[config.mk]
export PLATFORM = sky130hd
export DESIGN_NAME = fp32_recip_pack
export DESIGN_NICKNAME = d
export VERILOG_FILES = /design/src/rtl/fp32_recip_pack.sv
export SDC_FILE = /design/constraint.sdc
export NUM_CORES = 1
export LEC_CHECK = 0
export BUFFER_PORTS_ARGS = -buffer_cell sky130_fd_sc_hd__buf_2
export CAP_MARGIN = 10
export CORE_MARGIN = 2
export CORE_UTILIZATION = 40
export DETAILED_ROUTE_END_ITERATION = 6
export GPL_ROUTABILITY_DRIVEN = 1
export MAX_ROUTING_LAYER = met4
export PLACE_DENSITY = 0.69
export SLEW_MARGIN = 20
export SYNTH_ARGS = -nofsm -noshare
export SYNTH_HDL_FRONTEND = slang
export SYNTH_SLANG_ARGS = --single-unit
[constraint.sdc]
create_clock -name clk -period 5.03 [get_ports clk]
set_clock_uncertainty 0.2 [all_clocks]
set_input_delay 0.2515 -clock clk [delete_from_list [all_inputs] [get_ports clk]]
set_output_delay 0.2515 -clock clk [all_outputs]
set_load 0.01 [all_outputs]
[src/rtl/fp32_recip_pack.sv]
// fp32_recip_pack: pack an IEEE-754 single reciprocal 1/x from the operand and
// the normalized reciprocal mantissa supplied by the Newton core.
// Two-stage elastic pipeline: S1 classifies the operand, S2 packs the result and flags.
module fp32_recip_pack #(
  parameter int FLT_WIDTH = 23,
  parameter int EXP_WIDTH = 8,
  parameter int CNT_WIDTH = 16
) (
  input  logic                 clk,
  input  logic                 rst_n,
  input  logic                 i_valid,
  output logic                 o_ready,
  input  logic [31:0]          i_x,
  input  logic [FLT_WIDTH-1:0] i_recip_man,
  output logic                 o_valid,
  input  logic                 i_ready,
  output logic [31:0]          o_result,
  output logic [3:0]           o_flags,
  output logic [CNT_WIDTH-1:0] o_dbz_cnt
);

  // Operand class, decided once at S1 capture.
  typedef enum logic [1:0] {CL_NORM, CL_DBZ, CL_INF, CL_NAN} cls_t;

  localparam logic [EXP_WIDTH-1:0] EXP_MAX = '1;
  localparam int                   XW      = EXP_WIDTH + 2;
  // 2*bias = 254; result exponent for an exact power of two is 254-e.
  localparam logic [XW-1:0]        EXP_TOP = {2'b00, EXP_MAX - EXP_WIDTH'(1)};

  // vld_pipe[1] = S1 occupied, vld_pipe[2] = S2 occupied
  logic [2:1]           vld_pipe;
  logic                 s1_adv, s2_adv, accept;

  logic                 in_sign;
  logic [EXP_WIDTH-1:0] in_exp;
  logic                 in_fz;
  cls_t                 in_cls;

  logic                 s1_sign;
  logic [EXP_WIDTH-1:0] s1_exp;
  logic                 s1_fz;
  logic [FLT_WIDTH-1:0] s1_rman;
  cls_t                 s1_cls;

  logic [XW-1:0]        exp_calc;
  logic                 uflow;
  logic [31:0]          nxt_res;
  logic [3:0]           nxt_flags;

  assign in_sign = i_x[31];
  assign in_exp  = i_x[FLT_WIDTH +: EXP_WIDTH];
  assign in_fz   = (i_x[FLT_WIDTH-1:0] == '0);

  // S2 drains when empty or being consumed; S1 moves when S2 can take it.
  assign s2_adv  = !vld_pipe[2] || i_ready;
  assign s1_adv  = !vld_pipe[1] || s2_adv;
  assign o_ready = s1_adv;
  assign accept  = i_valid && o_ready;
  assign o_valid = vld_pipe[2];

  // Classify the incoming operand; denormals (e==0) count as zero.
  always_comb begin
    in_cls = CL_NORM;
    if (in_exp == '0)          in_cls = CL_DBZ;
    else if (in_exp == EXP_MAX) in_cls = in_fz ? CL_INF : CL_NAN;
  end

  // Valid bits for both stages; reset discards anything in flight.
  always_ff @(posedge clk) begin
    if (!rst_n) begin
      vld_pipe <= '0;
    end else begin
      if (s1_adv) vld_pipe[1] <= i_valid;
      if (s2_adv) vld_pipe[2] <= vld_pipe[1];
    end
  end

  // S1 operand capture.
  always_ff @(posedge clk) begin
    if (!rst_n) begin
      s1_sign <= 1'b0;
      s1_exp  <= '0;
      s1_fz   <= 1'b0;
      s1_rman <= '0;
      s1_cls  <= CL_NORM;
    end else if (accept) begin
      s1_sign <= in_sign;
      s1_exp  <= in_exp;
      s1_fz   <= in_fz;
      s1_rman <= i_recip_man;
      s1_cls  <= in_cls;
    end
  end

  // A non-power-of-two mantissa gives 2/(1.f) in [1,2) scaled by 1/2, so one
  // less exponent. Exponent math is 10-bit; a zero or negative result underflows.
  assign exp_calc = EXP_TOP - {2'b00, s1_exp} - {{(XW-1){1'b0}}, !s1_fz};
  assign uflow    = exp_calc[XW-1] || (exp_calc == '0);

  // Pack result and flags {nan, div_by_zero, underflow, exact}.
  always_comb begin
    nxt_res   = '0;
    nxt_flags = '0;
    case (s1_cls)
      CL_NAN: begin
        nxt_res   = 32'h7FC0_0000;
        nxt_flags = 4'b1000;
      end
      CL_DBZ: begin
        nxt_res   = {s1_sign, EXP_MAX, {FLT_WIDTH{1'b0}}};
        nxt_flags = 4'b0100;
      end
      CL_INF: begin
        nxt_res   = {s1_sign, 31'b0};
      end
      default: begin
        if (uflow) begin
          nxt_res   = {s1_sign, 31'b0};
          nxt_flags = 4'b0010;
        end else begin
          nxt_res   = {s1_sign, exp_calc[EXP_WIDTH-1:0],
                       s1_fz ? {FLT_WIDTH{1'b0}} : s1_rman};
          nxt_flags = {3'b000, s1_fz};
        end
      end
    endcase
  end

  // S2 result register, held while the consumer stalls.
  always_ff @(posedge clk) begin
    if (!rst_n) begin
      o_result <= '0;
      o_flags  <= '0;
    end else if (s2_adv && vld_pipe[1]) begin
      o_result <= nxt_res;
      o_flags  <= nxt_flags;
    end
  end

  // Saturating count of accepted divide-by-zero operands.
  always_ff @(posedge clk) begin
    if (!rst_n) begin
      o_dbz_cnt <= '0;
    end else if (accept && in_cls == CL_DBZ && o_dbz_cnt != '1) begin
      o_dbz_cnt <= o_dbz_cnt + 1'b1;
    end
  end

endmodule

# Word-level counts from Yosys, hierarchy flattened
# Index checks and enable logic that the tools add are counted.
# word_totals
ram_bits,0
out_inout_bits,54
register_bits,89
latchBits,0
memories,0
mem_bits_ro,0
# classes
multipliers,0
mux,8
addsub,3
magnitude_cmp,0
n_div,0
shift,0
reduce_logical,13
eq_ne,6
n_bitwise,0
# ops
operator,count
$pmux W32 S3,1
$mux W31,1
$logic_not A23 Y1,1
$mux W23,1
$add A16 B1 Y16 const B,1
$ne A16 B16 Y1 const B,1
$pmux W4 S3,1
$logic_not A10 Y1,1
$sub A9 B2 Y10,1
$sub A8 B8 Y9 const A,1
$eq A8 B8 Y1 const B,1
$logic_not A8 Y1,1
$mux W2,3
$eq A2 B1 Y1 const B,2
$eq A2 B2 Y1 const B,2
$logic_and A1 B1 Y1,4
$logic_not A1 Y1,3
$logic_or A1 B1 Y1,3
$mux W1,1

# Longest topological paths before layout
# logic_depth
ltp_word,7
depth_mapped,11
ltp_nobuf,10

# Worst setup path after synthesis
# Ideal clock, no wire load.
# synth_path
kind,register to register
startpoint,register s1_exp[0]
endpoint,register o_result[0]
synth_period_minus_slack_ns,2.472
arrival_ns,2.213
path_buffers,2
t_required_ns,4.771
path_stages_with_launch,11
slack_ns,2.558
path_cell_list,dfxtp_1 > ha_1 > buf_4 > xor2_2 > and2_4 > xnor2_1 > o211a_1 > o2111a_2 > a211oi_4 > buf_6 > a22o_1
# synth_between
elab_chain_cells,6
# synth_rtl
item,line_no,rtl
from (decl),40,logic [EXP_WIDTH-1:0] s1_exp;
from (signal assigned),88,s1_exp <= in_exp;
$sub A8 B8 Y9 *,97,"assign exp_calc = EXP_TOP - {2'b00, s1_exp} - {{(XW-1){1'b0}}, !s1_fz};"
$sub A9 B2 Y10 *,97,
$logic_not A10 Y1,98,assign uflow = exp_calc[XW-1] || (exp_calc == '0);
$logic_or A1 B1 Y1 *,98,
$mux W31 *,117,if (uflow) begin
$pmux W32 S3 *,104,case (s1_cls)
to (signal assigned),135,o_result <= nxt_res;
to (decl),17,"output logic [31:0] o_result,"
# Mark *: on every way between the ends. The rest lies on a longest branch, timed or not.
# A chain may end at the register's enable or synchronous reset.

# Worst setup path in the final report
# layout_path
startpoint,register s1_exp[0]
endpoint,register o_result[22]
# The elaborated chain is that of the path after synthesis.

==> flow_summary.ini <==
[clock_tree]
clock_tree.htree_level_count = 3
cts_tree = done
clk_pin_slew_worst_paths_ps = 90
postCtsSetupRepairBufs = 0
cts_max_path_buffers = 2
cts.root.buffer_cell = clkbuf_8
clock-sinks = 89
numCtsBuffers = 9
insertion_delay_ps = 350

[grt]
global_route_wire_length_before_repair_um = 14500
overflow_after_grt = 0
globalRouteTotalUtil_pct = 17.7
vias_in_the_first_global_route = 3226
largest_net_degree_at_the_start_of_global_routing = 69
grt_antenna_before_repair = 0

[floorplan]
std_cell_rows = 36
floorplan.core_area_um2 = 9640
dieWidth_um = 103
initial_utilization_pct = 40.7
ioPinCount = 113
floorplan.die.height_um = 103
floorplan.die_area_um2 = 10600

[logic_synthesis]
yosys.cell_types.count = 55
synth_top_cell_area_share_pct = 45.4
yosys.area.top_type = dfxtp_1
synthesis.area_per_instance_um2 = 9.36
synthesis.instances = 419
yosys_warnings = 0
synth.cell_area_um2 = 3920
synth_flop_type = dfxtp_1
synthesis.nets = 482
ys_seq_area_share_pct = 45.4
synthTopCellsByArea = dfxtp_1 45%, nand2_1 7.8%, a22o_1 5.4%
yosys_register_bits = 89
synthMostInstantiatedCell = dfxtp_1
synth_common_cells = 89 x dfxtp_1, 82 x nand2_1, 24 x a21boi_1, 24 x a22o_1
synthArstFlopShare_pct = 0
synth-edff-count = 0

[finish]
n_antenna_cell = 0
fin_nets = 616
layout_overhead_on_the_synthesized_area_pct = 28.9
drive_gt1_share_pct = 26.5

[setup_path]
reg2reg_depth = 8
worstSetupPathDepth = 8
cp-start-kind = flop
worst_path_max_delay_cell = a211oi_4
critical_path.cell_chain = ha_1, xor2_2, and2_4, xnor2_1, o211a_1, o2111a_2, a211oi_4, a22o_1
classification_of_the_worst_setup_path = reg -> reg
biggest_cell_delay_along_the_critical_path_ps = 820
cp-end-kind = flop
worstPathRequired_ps = 5130
worst_ep_arrival_time_ps = 3310
critical_path_fanout_max = 23
path_buf_inv = 0
timing.critical_path.max_delay_family = compound AO/OA/AOI/OAI gates

[sta]
hold_violations = 0
fin_hold_ws_ps = 44.8
finalCritPeriodShare_pct = 63.7
finalSetupTns_ps = 0
tightest_slew_ps = 954
worst_slew_margin_rel_pct = 36.2
grt_setup_unrepaired = false
achievable-frequency_mhz = 312
setup_viol = 0
final-max-slew-violation-count = 0
final_period_minus_worst_setup_slack_ps = 3210

[drt]
route.detailed.wl_per_inst_um = 13.3
totalWireLength_um = 9220
final_antenna_net_count = 0
vias = 3483
initialDrtViolationCount = 154
routed_via_density = 5.04
drcViolationCount = 0
drt_first_pass_iters = 4

[placed_design]
routability_congestion_estimate = 0.872
place.detailed.hpwl_um = 6270
placement.io_buffers = 112

[power_and_ir_drop]
vdd_ir_drop_max_mv = 0.130
power_leakage_nw = 2.24
power_density_nw_per_um2 = 278

[status]
run_status = finished, final reports clean

[worst_hold_path]
hold_depth = 3
worst_hold_path_type = in -> reg

[flow_run]
maxCapViolations = 0
-- area by class of cell --
class                      count  area (um2)
fill                         917        4580
multi-input combinational    301        1970
timing repair buffer         148         913
inverter                       4        15.0
clock inverter                 7        83.8
tap                          133         166
sequential                    89        1780
clock buffer                   9         124
-- cell usage in the layout, fill, tap and decap left out, drive strengths merged, types with 7 or more instances in the layout --
| cell | count |
|---|---|
| buf | 115 |
| dfxtp | 89 |
| nand2 | 82 |
| a21boi | 40 |
| dlygate4sd3 | 33 |
| a22o | 24 |
| and2 | 20 |
| o21ai | 18 |
| xnor2 | 15 |
| nand4 | 12 |
| nand3 | 10 |
| xor2 | 10 |
| clkbuf | 9 |
| o211a | 8 |
| nor2 | 8 |
| inv | 8 |
| nor4 | 7 |
-- worst register-to-register path: cells and delay by family (launching register included) --
kind            cells  cell delay (ps)
compound gates      4             1580
flops               1              430
fa+ha+maj           1              420
xor+xnor            2              320
simple gates        1              210
-- where the power goes --
| group | internal, mW | total [mW] | switching (mW) | leakage [nW] |
|---|---|---|---|---|
| clock | 0.239 | 0.510 | 0.270 | 0.103 |
| combinational | 0.0753 | 0.148 | 0.0730 | 1.41 |
| sequential | 0.730 | 0.749 | 0.0198 | 0.726 |
| total | 1.04 | 1.41 | 0.363 | 2.24 |
-- state kept, by name (all words and copies together) (netlist names) --
name,count
s1_exp,8
s1_fz,1
o_result,32
s1_sign,1
s1_cls,2
s1_rman,23
vld_pipe,2
o_dbz_cnt,16
o_flags,4
-- cell families after synthesis --
group,share of synthesized area (%)
AOI/OAI and AO/OA,21.3
xor gates and xnor gates,5.97
adders and majority gates,1.28
buffers and inverters,4.31
DFF,45.4
muxes,0.255
and+or+nand+nor,21.5
-- final timing paths --
kind                            start                   endpoint  slack, ps
max            s1_exp[0]$_SDFFE_PN0P_  o_result[22]$_SDFFE_PN0P_       1820
min                           i_ready   vld_pipe[2]$_SDFFE_PN0P_         40
max reg2reg    s1_exp[0]$_SDFFE_PN0P_  o_result[22]$_SDFFE_PN0P_       1820
min reg2reg  s1_rman[20]$_SDFFE_PN0P_   s1_rman[20]$_SDFFE_PN0P_        250
-- repair_timing --
| item | 4_1_cts | 5_1_grt |
|---|---|---|
| gates resized for setup | 0 | 0 |
| hold buffers | 33 | 0 |
| hold endpoints to repair | 33 | 0 |
-- metrics by stage --
step | setup slack (ps) | utilization, % | std cells | total power, mW | cell area, um2
3_3_place_gp | 1900 | 46.9 | 642 | 0.892 | 4520
5_1_grt | 1590 | 52.5 | 691 | 1.47 | 5060
4_1_cts | 1790 | 52.5 | 691 | 1.42 | 5060
2_1_floorplan | 2560 | - | 419 | 0.846 | 3920
3_5_place_dp | 1820 | 46.9 | 642 | 0.895 | 4520
6_report | 1820 | 52.5 | 691 | 1.41 | 5060
-- routing by layer --
metal / up-vias / wire (um) / track usage [%]
met5: - / 0 / -
met4: 0 / 135 / 6.68
met3: 12 / 573 / 3.19
met2: 110 / 4540 / 29.9
met1: 1622 / 3970 / 21.0
li1: 1739 / - / -
Power figures use the tool's default switching activity.
